--- config.mk ---
export PLATFORM = sky130hd
export DESIGN_NAME = led_breath_pwm
export DESIGN_NICKNAME = d
export VERILOG_FILES = /design/src/rtl/led_pkg.sv /design/src/rtl/led_fade_chan.sv /design/src/rtl/led_breath_pwm.sv
export SDC_FILE = /design/constraint.sdc
export NUM_CORES = 1
export LEC_CHECK = 0
export ABC_CLOCK_PERIOD_IN_PS = 1800
export BUFFER_PORTS_ARGS = -buffer_cell sky130_fd_sc_hd__buf_2
export CAP_MARGIN = 20
export CORE_MARGIN = 3
export CORE_UTILIZATION = 45
export DETAILED_ROUTE_END_ITERATION = 7
export GPL_TIMING_DRIVEN = 0
export PLACE_DENSITY = 0.62
export SLEW_MARGIN = 10
export SYNTH_ARGS = -nofsm -noshare
export SYNTH_HDL_FRONTEND = slang
export SYNTH_SLANG_ARGS = --single-unit
--- constraint.sdc ---
create_clock -name sys_clk -period 1.8 [get_ports sys_clk]
set_input_delay 0.18 -clock sys_clk [delete_from_list [all_inputs] [get_ports sys_clk]]
set_output_delay 0.18 -clock sys_clk [all_outputs]
set_load 0.02 [all_outputs]
--- src/rtl/led_pkg.sv ---
// Shared definitions for the LED breathing PWM stage: per-channel fade state
// encoding, default timing parameters and a counter width helper.
package led_pkg;

    typedef enum logic [1:0] {
        ST_OFF  = 2'd0,
        ST_RISE = 2'd1,
        ST_ON   = 2'd2,
        ST_FALL = 2'd3
    } fade_state_e;

    // 50 kHz PWM at 50 MHz, 25 periods per step -> 0.5 s full fade
    localparam int unsigned DEF_PWM_STEPS = 1000;
    localparam int unsigned DEF_RAMP_DIV  = 25;

    // Bits needed to hold values 0..n-1 (at least 1)
    function automatic int unsigned cnt_width(input int unsigned n);
        return (n < 2) ? 1 : $clog2(n);
    endfunction

endpackage

--- src/rtl/led_fade_chan.sv ---
// One PWM fade channel: OFF/RISE/ON/FALL state machine, saturating duty
// register updated only on PWM period boundaries, and registered compare.
//   clk, rst     : clock, synchronous active-high reset
//   lvl          : registered pattern bit for this channel
//   fade_en      : 1 = fade on edges, 0 = snap at next boundary
//   boundary     : last cycle of the PWM period
//   step_tick    : boundary that also ends a ramp interval
//   pwm_cnt      : shared PWM phase counter
//   led_out      : registered PWM drive
//   fade_active  : registered, 1 while in RISE or FALL
module led_fade_chan
    import led_pkg::*;
#(
    parameter int unsigned PWM_STEPS = DEF_PWM_STEPS,
    parameter int unsigned CW        = cnt_width(DEF_PWM_STEPS + 1)
) (
    input  logic          clk,
    input  logic          rst,
    input  logic          lvl,
    input  logic          fade_en,
    input  logic          boundary,
    input  logic          step_tick,
    input  logic [CW-1:0] pwm_cnt,
    output logic          led_out,
    output logic          fade_active
);

    localparam logic [CW-1:0] DUTY_MAX = CW'(PWM_STEPS);

    fade_state_e   state_q, state_d;
    logic [CW-1:0] duty_q, duty_d;
    logic          led_out_q, led_out_d;
    logic          fade_active_q, fade_active_d;

    // Next state / duty; snap mode overrides the fade FSM entirely
    always_comb begin
        state_d = state_q;
        duty_d  = duty_q;
        if (!fade_en) begin
            if (boundary) begin
                state_d = lvl ? ST_ON : ST_OFF;
                duty_d  = lvl ? DUTY_MAX : '0;
            end
        end else begin
            case (state_q)
                ST_OFF: begin
                    if (lvl) state_d = ST_RISE;
                end
                ST_RISE: begin
                    if (!lvl) begin
                        state_d = ST_FALL;
                    end else if (step_tick) begin
                        if (duty_q < DUTY_MAX) duty_d = duty_q + CW'(1);
                        if (duty_q >= DUTY_MAX - CW'(1)) state_d = ST_ON;
                    end
                end
                ST_ON: begin
                    if (!lvl) state_d = ST_FALL;
                end
                ST_FALL: begin
                    if (lvl) begin
                        state_d = ST_RISE;
                    end else if (step_tick) begin
                        if (duty_q != '0) duty_d = duty_q - CW'(1);
                        if (duty_q <= CW'(1)) state_d = ST_OFF;
                    end
                end
                default: state_d = ST_OFF;
            endcase
        end
        // pwm_cnt tops out at PWM_STEPS-1, so duty==PWM_STEPS is solid on
        led_out_d     = (pwm_cnt < duty_q);
        fade_active_d = (state_d == ST_RISE) || (state_d == ST_FALL);
    end

    always_ff @(posedge clk) begin
        if (rst) begin
            state_q       <= ST_OFF;
            duty_q        <= '0;
            led_out_q     <= 1'b0;
            fade_active_q <= 1'b0;
        end else begin
            state_q       <= state_d;
            duty_q        <= duty_d;
            led_out_q     <= led_out_d;
            fade_active_q <= fade_active_d;
        end
    end

    assign led_out     = led_out_q;
    assign fade_active = fade_active_q;

endmodule

--- src/rtl/led_breath_pwm.sv ---
// Two-channel LED breathing dimmer: fades each LED in/out on edges of the
// on/off pattern from the LED flow stage.
//   sys_clk      : system clock
//   sys_rst      : synchronous active-high reset
//   led_in[1:0]  : on/off pattern (sys_clk domain)
//   fade_en      : 1 = fade on pattern edges, 0 = snap to full/zero duty
//   led_out[1:0] : registered PWM-dimmed LED drive
//   fade_active  : per channel, 1 while rising or falling
module led_breath_pwm
    import led_pkg::*;
#(
    parameter int unsigned PWM_STEPS = DEF_PWM_STEPS,
    parameter int unsigned RAMP_DIV  = DEF_RAMP_DIV
) (
    input  logic       sys_clk,
    input  logic       sys_rst,
    input  logic [1:0] led_in,
    input  logic       fade_en,
    output logic [1:0] led_out,
    output logic [1:0] fade_active
);

    // Counter wide enough to also hold the full-scale duty value
    localparam int unsigned CW = cnt_width(PWM_STEPS + 1);
    localparam int unsigned RW = cnt_width(RAMP_DIV);

    logic [1:0]    led_in_q, led_in_d;
    logic [CW-1:0] pwm_cnt_q, pwm_cnt_d;
    logic [RW-1:0] ramp_cnt_q, ramp_cnt_d;
    logic          boundary_c;
    logic          step_tick_c;

    // Period boundary, ramp divider and shared step tick
    always_comb begin
        led_in_d    = led_in;
        boundary_c  = (pwm_cnt_q == CW'(PWM_STEPS - 1));
        step_tick_c = boundary_c && (ramp_cnt_q == RW'(RAMP_DIV - 1));
        pwm_cnt_d   = boundary_c ? '0 : pwm_cnt_q + CW'(1);
        ramp_cnt_d  = ramp_cnt_q;
        if (boundary_c) begin
            ramp_cnt_d = step_tick_c ? '0 : ramp_cnt_q + RW'(1);
        end
    end

    always_ff @(posedge sys_clk) begin
        if (sys_rst) begin
            led_in_q   <= 2'b00;
            pwm_cnt_q  <= '0;
            ramp_cnt_q <= '0;
        end else begin
            led_in_q   <= led_in_d;
            pwm_cnt_q  <= pwm_cnt_d;
            ramp_cnt_q <= ramp_cnt_d;
        end
    end

    for (genvar i = 0; i < 2; i++) begin : g_chan
        led_fade_chan #(
            .PWM_STEPS (PWM_STEPS),
            .CW        (CW)
        ) u_chan (
            .clk         (sys_clk),
            .rst         (sys_rst),
            .lvl         (led_in_q[i]),
            .fade_en     (fade_en),
            .boundary    (boundary_c),
            .step_tick   (step_tick_c),
            .pwm_cnt     (pwm_cnt_q),
            .led_out     (led_out[i]),
            .fade_active (fade_active[i])
        );
    end

endmodule

==> flow_summary.toml <==
[status]
status = "finished, violations left"
violations = "negative setup slack"

[setup_path]
critPathKind = "reg -> reg"
cp.arrival_ns = 2.08
cp-end-kind = "flip-flop"
max_stage_delay_ns = 0.54
r2r_cells = 7
path_max_fanout = 5
slowest_stage = "or4_4"
critPathLaunchType = "flip-flop"
crit_path_cell_trace = "inv_1 -> ha_1 -> and4b_2 -> nand4_4 -> or4_4 -> a31oi_4 -> a211oi_1"
required_ns = 1.98

[finish]
regArea_um2 = 958
num-nets-final = 479
layout.cells.non_filler = 542
nFillCells = 654
drive_gt1_share_pct = 29.6
stdcell_area_um2 = 4050
multi_input_area_um2 = 2380
syn_to_final_growth_pct = 24.8
diodes = 0

[worst_hold_path]
hold_depth = 2
worst_hold_path_type = "in -> reg"

[global_routing]
grtUsageTotal_pct = 21.8
grt_pass1_wl_um = 14700
grt_antenna_before_repair = 0
grt_pass1_vias = 2927
grt_overflow = 0
grt_max_degree = 14

[yosys]
synth.most_common_cell = "dfxtp_1"
yosysUniqueCellTypes = 63
ys_warn_count = 0
synth-edff-count = 0
syn_area_per_cell_um2 = 7.90
synth.top_cell.area_share_pct = 27.7
syn-num-nets = 445
seq_area_frac_synth_pct = 27.7
synthTopCellsByArea = "dfxtp_1 (28%), ha_1 (11%), nand2_1 (4.9%), a21oi_1 (4.5%), nor2_1 (3.7%)"
ys.flop_type = "dfxtp_1"
yosys-top-cells-count = "dfxtp_1 (45), nand2_1 (42), nor2_1 (32)"
syn_inst = 411
synth_seq_cells = 45
yosys.area.top_type = "dfxtp_1"
synthArstFlopShare_pct = 0
netlist_area_um2 = 3250

[timing]
setup_tns_ns = -0.448
slew_viol_final = 0
fmax_mhz = 525
fin_crit_sh_pct = 106
hold_violations = 0
rsz0062_at_grt = "yes"
tightest_slew_ns = 0.699
relSlewSlack_pct = 53.4
setup_viol = 16
setup_ws_ns = -0.104
period_needed_ns = 1.90
clock_skew_ns = 0.0111

[cts]
clock_sinks = 45
cts_tree = "yes"
clk_root_buffer_cell = "clkbuf_8"
path_clk_slew_ns = 0.09
cts_max_path_buffers = 2
ctsHtreeMaxLevel = 2
insertion_delay_ns = 0.31
postCtsHoldBufs = 0
cts_buffers = 5

[placement]
gp_congestion = 0.927
portBuffers = 7
placed_area_um2 = 3410
place_ws_ns = -0.449
dpl.hpwl_um = 6100
dp.cells = 514

[power_and_ir_drop]
ir_drop_mv = 0.324
cellPowerDensity_nw_per_um2 = 533
p_leak_nw = 1.51
power.total_mw = 2.16

[routing]
wl_um = 9030
firstDrtPassIters = 7
drt-initial-drc-count = 347
drc = 0
vias = 3194
viasPerCell = 5.89
wl_per_cell_um = 16.7
postRouteAntennaNets = 0

[floorplan]
fp-row-count = 30
die-area_um2 = 8270
ioPinCount = 9
core_um2 = 6910
die_h_um = 91.0
fp.dieW_um = 91.0
initial_core_util_pct = 47.0

[flow_run]
drv.max_cap_violation_count = 0
-- per-stage QoR --
stage	hold slack, ns	util (%)
floorplan	0.308	-
global placement	0.393	49.4
detailed placement	0.393	49.4
CTS	0.0727	55.4
global route	0.111	58.7
finish	0.0727	58.7
-- final cells by class --
cell class	count	share of cell area [%]
timing repair buffer	35	6.61
buffer	17	2.35
clock buffer	7	2.13
multi-input combinational	311	58.8
clock inverter	1	0.741
inverter	30	2.78
tap	96	2.96
sequential	45	23.6
-- placed cells by master (no fill, tap or decap), types with 4 or more instances in the layout --
master,instances
and2_1,9
o21ai_0,5
and3_1,5
inv_1,29
nand4_1,7
o21ai_1,14
dfxtp_1,21
nor3_1,11
dfxtp_2,13
o31ai_1,10
clkbuf_2,4
a21o_1,5
xor2_1,8
nor3_2,5
clkbuf_8,6
xnor2_1,8
and4_1,4
nand2_1,42
ha_1,27
nor2_1,30
a211oi_1,5
buf_6,5
a21oi_1,25
nand3_1,9
dfxtp_4,11
buf_2,9
clkbuf_1,7
buf_4,25
o22ai_1,4
-- worst max-delay path, delay by kind of cell, from the launching register on --
kind	cells	cell delay [ns]
compound gates	2	0.29
fa+ha+maj	1	0.13
buf+inv	1	0.05
flops	1	0.33
simple gates	3	0.98
-- repair_timing --
| action | CTS | global route |
|---|---|---|
| endpoints found under the hold margin | 0 | 0 |
| pin swaps | 23 | 24 |
| endpoints found under the setup margin | 28 | 28 |
| buffers inserted | 16 | 12 |
| gates resized for setup | 54 | 55 |
-- power by group --
part           switching, mW  internal, mW
logic                  0.174         0.126
clock network          0.378         0.454
registers             0.0205          1.01
total                  0.573          1.59
-- final timing paths --
| path | from | end | slack, ns |
|---|---|---|---|
| min reg2reg | g_chan[0].u_chan.duty_q[1]$_SDFFE_PP0P_ | g_chan[0].u_chan.duty_q[1]$_SDFFE_PP0P_ | 0.53 |
| max reg2reg | ramp_cnt_q[0]$_SDFFE_PP0P_ | g_chan[0].u_chan.state_q[0]$_SDFF_PP0_ | -0.10 |
| max | ramp_cnt_q[0]$_SDFFE_PP0P_ | g_chan[0].u_chan.state_q[0]$_SDFF_PP0_ | -0.10 |
| min | led_in[0] | led_in_q[0]$_SDFF_PP0_ | 0.07 |
-- layer usage --
metal	part of all wire (%)	GRT usage [%]	wire [um]
met2	47	34.9	4260
met3	5.7	3.73	511
met4	2.0	7.79	180
met1	45	29.5	4080
met5	0	0	0
-- registers in the layout (all words and copies together) (netlist names) --
register and flops:
g_chan.u_chan.duty_q 20, pwm_cnt_q 10, ramp_cnt_q 5, g_chan.u_chan.state_q 4, g_chan.u_chan.fade_active 2, g_chan.u_chan.led_out 2
led_in_q 2
-- logic make-up (layout without fill, tap and decap cells) --
family / Yosys count / after routing / synth area share (%)
xor+xnor: 17 / 17 / 4.58
compound gates: 104 / 104 / 21.5
flops: 45 / 45 / 27.7
buf+inv: 55 / 90 / 7.40
simple gates: 157 / 157 / 26.3
fa+ha+maj: 29 / 29 / 11.2
mux: 4 / 4 / 1.31
No activity file was read; power rests on OpenSTA's default activity.
